**src/rtl/ring_pos_remote_wrr_arbiter_pkg.sv**
```systemverilog
// Shared types and sizing for the ring position-to-remote arbitration path.
package ring_pos_remote_wrr_arbiter_pkg;

   localparam int NUM_REMOTE_DEST_NODES = 4;
   localparam int REMOTE_NODE_IDX_WIDTH = $clog2(NUM_REMOTE_DEST_NODES);
   localparam int WRR_WEIGHT_WIDTH      = 4;

   typedef enum logic {
      ARB_IDLE  = 1'b0,
      ARB_GRANT = 1'b1
   } arb_state_t;

endpackage

```
**src/rtl/ring_pos_remote_wrr_arbiter_rr_pick.sv**
```systemverilog
// Circular priority select: first set bit of req scanning ptr, ptr+1, ...
// wrapping modulo NUM_REQ (not modulo 2^IDX_W). ptr must be < NUM_REQ.
module ring_pos_remote_wrr_arbiter_rr_pick #(
   parameter int NUM_REQ = 4,
   parameter int IDX_W   = $clog2(NUM_REQ)
) (
   input  logic [NUM_REQ-1:0] req,
   input  logic [IDX_W-1:0]   ptr,
   output logic               found,
   output logic [IDX_W-1:0]   idx
);

   // Scan every candidate in rotation order and keep the first requester.
   always_comb begin : scan
      int         pos_i;
      logic [IDX_W-1:0] pos;
      found = 1'b0;
      idx   = '0;
      pos_i = 0;
      pos   = '0;
      for (int i = 0; i < NUM_REQ; i++) begin
         pos_i = int'(ptr) + i;
         if (pos_i >= NUM_REQ) pos_i = pos_i - NUM_REQ;
         pos = IDX_W'(pos_i);
         if (!found && req[pos]) begin
            found = 1'b1;
            idx   = pos;
         end
      end
   end

endmodule

```
**src/rtl/ring_pos_remote_wrr_arbiter.sv**
```systemverilog
// Weighted round-robin arbiter with packet lock onto one remote link.
// Handshake: a beat transfers (o_beat_fire) when the link is granted
// (o_grant_valid), the owner presents data (i_request[owner]) and the
// downstream accepts (i_ready); neither side may make its signal depend on
// the other's. A packet ends on a fired beat with i_last[owner] set.
module ring_pos_remote_wrr_arbiter
   import ring_pos_remote_wrr_arbiter_pkg::*;
#(
   parameter int NUM_REQ  = NUM_REMOTE_DEST_NODES,
   parameter int IDX_W    = $clog2(NUM_REQ),
   parameter int WEIGHT_W = WRR_WEIGHT_WIDTH
) (
   input  logic                        clk,
   input  logic                        rst,
   input  logic                        i_arbiter_en,
   input  logic [NUM_REQ-1:0]          i_request,
   input  logic [NUM_REQ-1:0]          i_last,
   input  logic [NUM_REQ*WEIGHT_W-1:0] i_weight,
   input  logic                        i_ready,
   output logic [NUM_REQ-1:0]          o_grant,
   output logic [IDX_W-1:0]            o_grant_idx,
   output logic                        o_grant_valid,
   output logic                        o_beat_fire,
   output arb_state_t                  o_state
);

   arb_state_t          state, state_n;
   logic [IDX_W-1:0]    owner, owner_n;
   logic [IDX_W-1:0]    ptr, ptr_n;
   logic [WEIGHT_W-1:0] pkt_cnt, pkt_cnt_n;
   logic                mid_pkt, mid_pkt_n;

   logic                owner_req, owner_last, beat_fire, pkt_end, release_now;
   logic [IDX_W-1:0]    owner_inc, pick_ptr, pick_idx;
   logic                pick_found;
   logic [WEIGHT_W-1:0] wt_raw, load_wt;

   assign owner_req  = i_request[owner];
   assign owner_last = i_last[owner];
   assign beat_fire  = o_grant_valid & owner_req & i_ready;
   assign pkt_end    = beat_fire & owner_last;
   assign owner_inc  = (owner == IDX_W'(NUM_REQ - 1)) ? '0 : owner + IDX_W'(1);

   // Release on the last packet of the quota, on a packet end with the
   // arbiter disabled, or at a packet boundary when the owner has gone quiet
   // or the arbiter is disabled. Never releases in the middle of a packet.
   assign release_now = (state == ARB_GRANT) &&
                        ((pkt_end && ((pkt_cnt <= WEIGHT_W'(1)) || !i_arbiter_en)) ||
                         (!mid_pkt && !beat_fire && (!owner_req || !i_arbiter_en)));

   // On release the search starts just past the old owner, so the winner of
   // a same-cycle re-arbitration already reflects the rotated pointer.
   assign pick_ptr = release_now ? owner_inc : ptr;

   ring_pos_remote_wrr_arbiter_rr_pick #(
      .NUM_REQ (NUM_REQ),
      .IDX_W   (IDX_W)
   ) u_pick (
      .req   (i_request),
      .ptr   (pick_ptr),
      .found (pick_found),
      .idx   (pick_idx)
   );

   // Fetch the winner's weight; zero is promoted to one packet.
   always_comb begin
      wt_raw = '0;
      for (int k = 0; k < NUM_REQ; k++) begin
         if (pick_idx == IDX_W'(k)) wt_raw = i_weight[k*WEIGHT_W +: WEIGHT_W];
      end
      load_wt = (wt_raw == '0) ? WEIGHT_W'(1) : wt_raw;
   end

   // Next-state logic for grant ownership, rotation pointer and quota.
   always_comb begin
      state_n   = state;
      owner_n   = owner;
      ptr_n     = ptr;
      pkt_cnt_n = pkt_cnt;
      mid_pkt_n = mid_pkt;
      case (state)
         ARB_IDLE: begin
            if (i_arbiter_en && pick_found) begin
               state_n   = ARB_GRANT;
               owner_n   = pick_idx;
               pkt_cnt_n = load_wt;
               mid_pkt_n = 1'b0;
            end
         end
         ARB_GRANT: begin
            if (release_now) begin
               ptr_n     = owner_inc;
               mid_pkt_n = 1'b0;
               if (i_arbiter_en && pick_found) begin
                  owner_n   = pick_idx;
                  pkt_cnt_n = load_wt;
               end else begin
                  state_n   = ARB_IDLE;
                  owner_n   = '0;
                  pkt_cnt_n = '0;
               end
            end else if (pkt_end) begin
               pkt_cnt_n = pkt_cnt - WEIGHT_W'(1);
               mid_pkt_n = 1'b0;
            end else if (beat_fire) begin
               mid_pkt_n = 1'b1;
            end
         end
         default: state_n = ARB_IDLE;
      endcase
   end

   // State and registered grant outputs, all derived from next-state values.
   always_ff @(posedge clk) begin
      if (rst) begin
         state         <= ARB_IDLE;
         owner         <= '0;
         ptr           <= '0;
         pkt_cnt       <= '0;
         mid_pkt       <= 1'b0;
         o_grant       <= '0;
         o_grant_idx   <= '0;
         o_grant_valid <= 1'b0;
      end else begin
         state         <= state_n;
         owner         <= owner_n;
         ptr           <= ptr_n;
         pkt_cnt       <= pkt_cnt_n;
         mid_pkt       <= mid_pkt_n;
         o_grant_valid <= (state_n == ARB_GRANT);
         o_grant_idx   <= (state_n == ARB_GRANT) ? owner_n : '0;
         o_grant       <= (state_n == ARB_GRANT) ? (NUM_REQ'(1) << owner_n) : '0;
      end
   end

   assign o_beat_fire = beat_fire;
   assign o_state     = state;

endmodule

```
**config.mk**
```make
export PLATFORM = sky130hd
export DESIGN_NAME = ring_pos_remote_wrr_arbiter
export DESIGN_NICKNAME = d
export VERILOG_FILES = /design/src/rtl/ring_pos_remote_wrr_arbiter_pkg.sv /design/src/rtl/ring_pos_remote_wrr_arbiter_rr_pick.sv /design/src/rtl/ring_pos_remote_wrr_arbiter.sv
export SDC_FILE = /design/constraint.sdc
export NUM_CORES = 1
export LEC_CHECK = 0
export BUFFER_PORTS_ARGS = -buffer_cell sky130_fd_sc_hd__buf_2
export CAP_MARGIN = 20
export CELL_PAD_IN_SITES_DETAIL_PLACEMENT = 1
export CELL_PAD_IN_SITES_GLOBAL_PLACEMENT = 1
export CORE_UTILIZATION = 30
export DETAILED_ROUTE_END_ITERATION = 16
export HOLD_SLACK_MARGIN = 0.06
export PLACE_DENSITY_LB_ADDON = 0.2
export SLEW_MARGIN = 0
export SYNTH_ARGS = -nofsm -noshare
export SYNTH_HDL_FRONTEND = slang
export SYNTH_SLANG_ARGS = --single-unit
```
**constraint.sdc**
```tcl
create_clock -name clk -period 2.9 [get_ports clk]
set_input_delay 0 -clock clk [delete_from_list [all_inputs] [get_ports clk]]
set_output_delay 0 -clock clk [all_outputs]
set_load 0.005 [all_outputs]
```
==> summary.md <==
| Metric | Value |
|---|---|
| Status | `completed` |
| Gate power share | `42.3%` |
| Diodes inserted | `0` |
| Maxcap violations | `0` |
| GRT overflow | `0` |
| Sw Pwr | `222 uW` |
| Register area | `322 sq um` |
| Yosys cell types | `42` |
| DIE WIDTH | `62.3 um` |
| Vias | `1,174` |
| Syn nets | `roughly 160` |
| Commonest cells after routing, fill and taps aside | `buf_2 (36), nor2_1 (17), mux2i_1 (15), dfxtp_1 (15), buf_4 (11)` |
| Commonest non-fill, non-tap cell in the layout | `buf_2` |
| Final Hold Viols | `0` |
| Nets | `209` |
| Mux cell area share after synthesis | `19.3%` |
| CTS tree | `done` |
| Floorplan row count | `21` |
| Crit path DAT | `3.02 ns` |
| Final min period | `around 2.8 ns` |
| Total CTS buffers | `3` |
| Fmax | `354 MHz` |
| WP buf/inv | `0` |
| Clock network fraction of total power | `17.9%` |
| Setup violators final | `0` |
| Clk root buf | `clkbuf_4` |
| Filler Cells Inserted | `439` |
| Starting DRT DRC Count | `61` |
| Largest family of logic cells by synthesized area | `simple AND/OR/NAND/NOR gates` |
| Sequential area share after synthesis | `around 29%` |
| Syn avg cell area | `around 8.4 sq um` |
| Largest net degree at the start of global routing | `11` |
| Synth Area in Simple Gates | `20.3%` |
| Clk_lat worst skew | `0.28 ns` |
| Post-Synth Adder-Cell Area | `between 3 and 4%` |
| Setup slack, reg-to-reg | `0.08 ns` |
| Worst-Margin Slew | `~0.55 ns` |
| Syn Std Cell Area | `~1100 sq um` |
| P_int | `422 uW` |
| Worst path slowest cell | `mux4_2` |
| Headroom to the max-slew limit | `approximately 63%` |
| Share of cells above drive strength 1 | `around a third` |
| Hold WC Path Type | `primary input to flip-flop` |
| Core Area | `roughly 3400 sq um` |
| PwrDens | `453 nW/um^2` |
| Crit share post-route | `97.4%` |
| Crit path top cell by count | `mux2i_1` |
| DR DRC count | `0` |
| Synthesis-to-layout area growth | `30.7%` |
| Crit. End Element | `flip-flop` |
| Crit-path max FO | `6` |
| Skew final | `0.00327 ns` |
| Die H | `62.3 um` |
| Initial antenna violation count | `0` |
| #FFs+latches synth | `16` |
| Final instance count without filler cells | `222` |
| Post-Route WL | `3.33 mm` |
| Startpoint Class | `flip-flop` |
| Dpl hpwl | `~2.6 mm` |
| Data required, critical path | `3.09 ns` |
| Max Root-Sink Buffers | `2` |
| Tot GR Track Use | `around 17%` |
| Final total power | `~640 uW` |
| Vias/cell | `5.29` |
| Crit-path leading delay family | `multiplexers` |
| Cells after DPL | `215` |
| Max rail drop VDD | `around 0.00022 V` |
| Port bufs | `36` |
| Flop pwr share | `39.9%` |
| Global-route wire length before repair | `about 5.6 mm` |
| Kind of critical path | `flip-flop to flip-flop` |
| CTS H-Tree Depth | `1` |
| Cells after synthesis | `130` |
| Synth Area in Compound Gates | `roughly 20%` |
| Vias in the first global route | `~1.2k` |
| CTS clk-pin slew, worst paths | `0.09 ns` |
| DIE AREA | `3880 sq um` |
| Synth warnings | `0` |
| Starting density of the core | `between 30% and 40%` |
| Post-synth EDFFs | `0` |
| Leak | `approximately 0.00067 uW` |
| # IOs | `37` |
| Crit-path cells | `mux4_2, a211o_1, o21a_4, mux2_4, mux2i_1, mux2i_1, or4_1, a311oi_1` |
| Slowest stage delay, CP | `about 0.54 ns` |
| XOR/XNOR share of the synthesized area | `less than 1%` |
| Multi-input gate area | `727 sq um` |
| Routed len/inst | `around 15 um` |
| CTS sink count | `16` |
| Slew Limit Fails | `0` |
| Pre-antenna DRT Iters | `4` |
| GPL Wtd Cong | `around 0.82` |
| Sw frac | `34.5%` |
| Routed Antenna Nets | `0` |
| Synth Flop Type | `dfxtp_1` |
| Async SR Flop Fraction | `0%` |
[flip-flops by register name, summed over array words and instances (netlist names)]
signal	flops
o_grant	4
pkt_cnt	4
o_grant_idx	2
owner	2
ptr	2
mid_pkt	1
o_state	1
[layout make-up]
class	instances	share of cell area [%]
multi-input combinational	103	51.1
timing repair buffer	48	19.2
clock buffer	3	1.58
inverter	6	1.58
tap	46	4.04
sequential	16	22.6
[worst paths after layout]
| path | start | end | cells after the start |
|---|---|---|---|
| hold / removal | i_ready | mid_pkt$_SDFFE_PP0P_ | 4 |
| setup reg to reg | owner[1]$_SDFF_PP0_ | pkt_cnt[0]$_SDFFE_PP0P_ | 8 |
| hold reg to reg | ptr[0]$_SDFFE_PP0P_ | ptr[0]$_SDFFE_PP0P_ | 2 |
| setup / recovery | owner[1]$_SDFF_PP0_ | pkt_cnt[0]$_SDFFE_PP0P_ | 8 |
[cells by family (layout without fill, tap and decap cells)]
kind of cell / Yosys count / count (layout)
compound gates: 33 / 33
xor+xnor: 1 / 1
fa+ha+maj: 3 / 3
buf+inv: 12 / 57
flops: 16 / 16
mux: 18 / 19
simple gates: 47 / 47
[cell usage after synthesis, drive strengths merged (3+ instances only)]
cell	instances	area [sq um]
nor2	17	63.8
dfxtp	16	320
mux2i	15	150
nand2	9	33.8
a21oi	8	40.0
o21ai	8	40.0
nor3	7	35.0
buf	6	50.0
inv	6	22.5
ha	3	37.5
[worst reg2reg max path: stages, from the launching register on]
cell      delay (ns)
dfxtp_2         0.35
mux4_2          0.54
a211o_1         0.32
o21a_4          0.16
mux2_4          0.36
mux2i_1         0.16
mux2i_1         0.11
or4_1           0.52
a311oi_1        0.23
[power groups by stage]
stage          clock network (uW)  logic, uW  registers, uW
2_1_floorplan                   0        170            260
4_1_cts                       123        267            257
6_report                      115        272            257
5_1_grt                       130        303            260
3_5_place_dp                    0        253            261
3_3_place_gp                    0        246            260
[routing by layer]
layer,track usage [%],vias to the layer above,share of wire [%]
met2,29.5,29,48
met1,24.2,572,49
met3,2.21,0,3.3
met4,2.62,0,0
met5,0,-,0
li1,-,573,-
[per-stage QoR]
stage	setup WS (ns)	hold slack, ns	setup TNS, ns	instance area (sq um)	utilization [%]
floorplan	0.0709	0.162	0	1090	-
global placement	0.115	0.323	0	1350	39.4
detailed placement	0.00176	0.325	0	1350	39.4
CTS	0.00928	0.205	0	1400	41.1
global route	-0.0106	0.216	-0.0106	1420	41.7
finish	0.0762	0.208	0	1420	41.7
[timing repair]
action | in CTS | in global routing
endpoints found under the setup margin | 1 | 1
pin swaps | 0 | 1
buffers inserted | 2 | 0
hold endpoints to repair | 9 | 0
resized for setup | 0 | 3
hold buffers | 1 | 0
cloned | 1 | 0
Power figures use the tool's default switching activity.
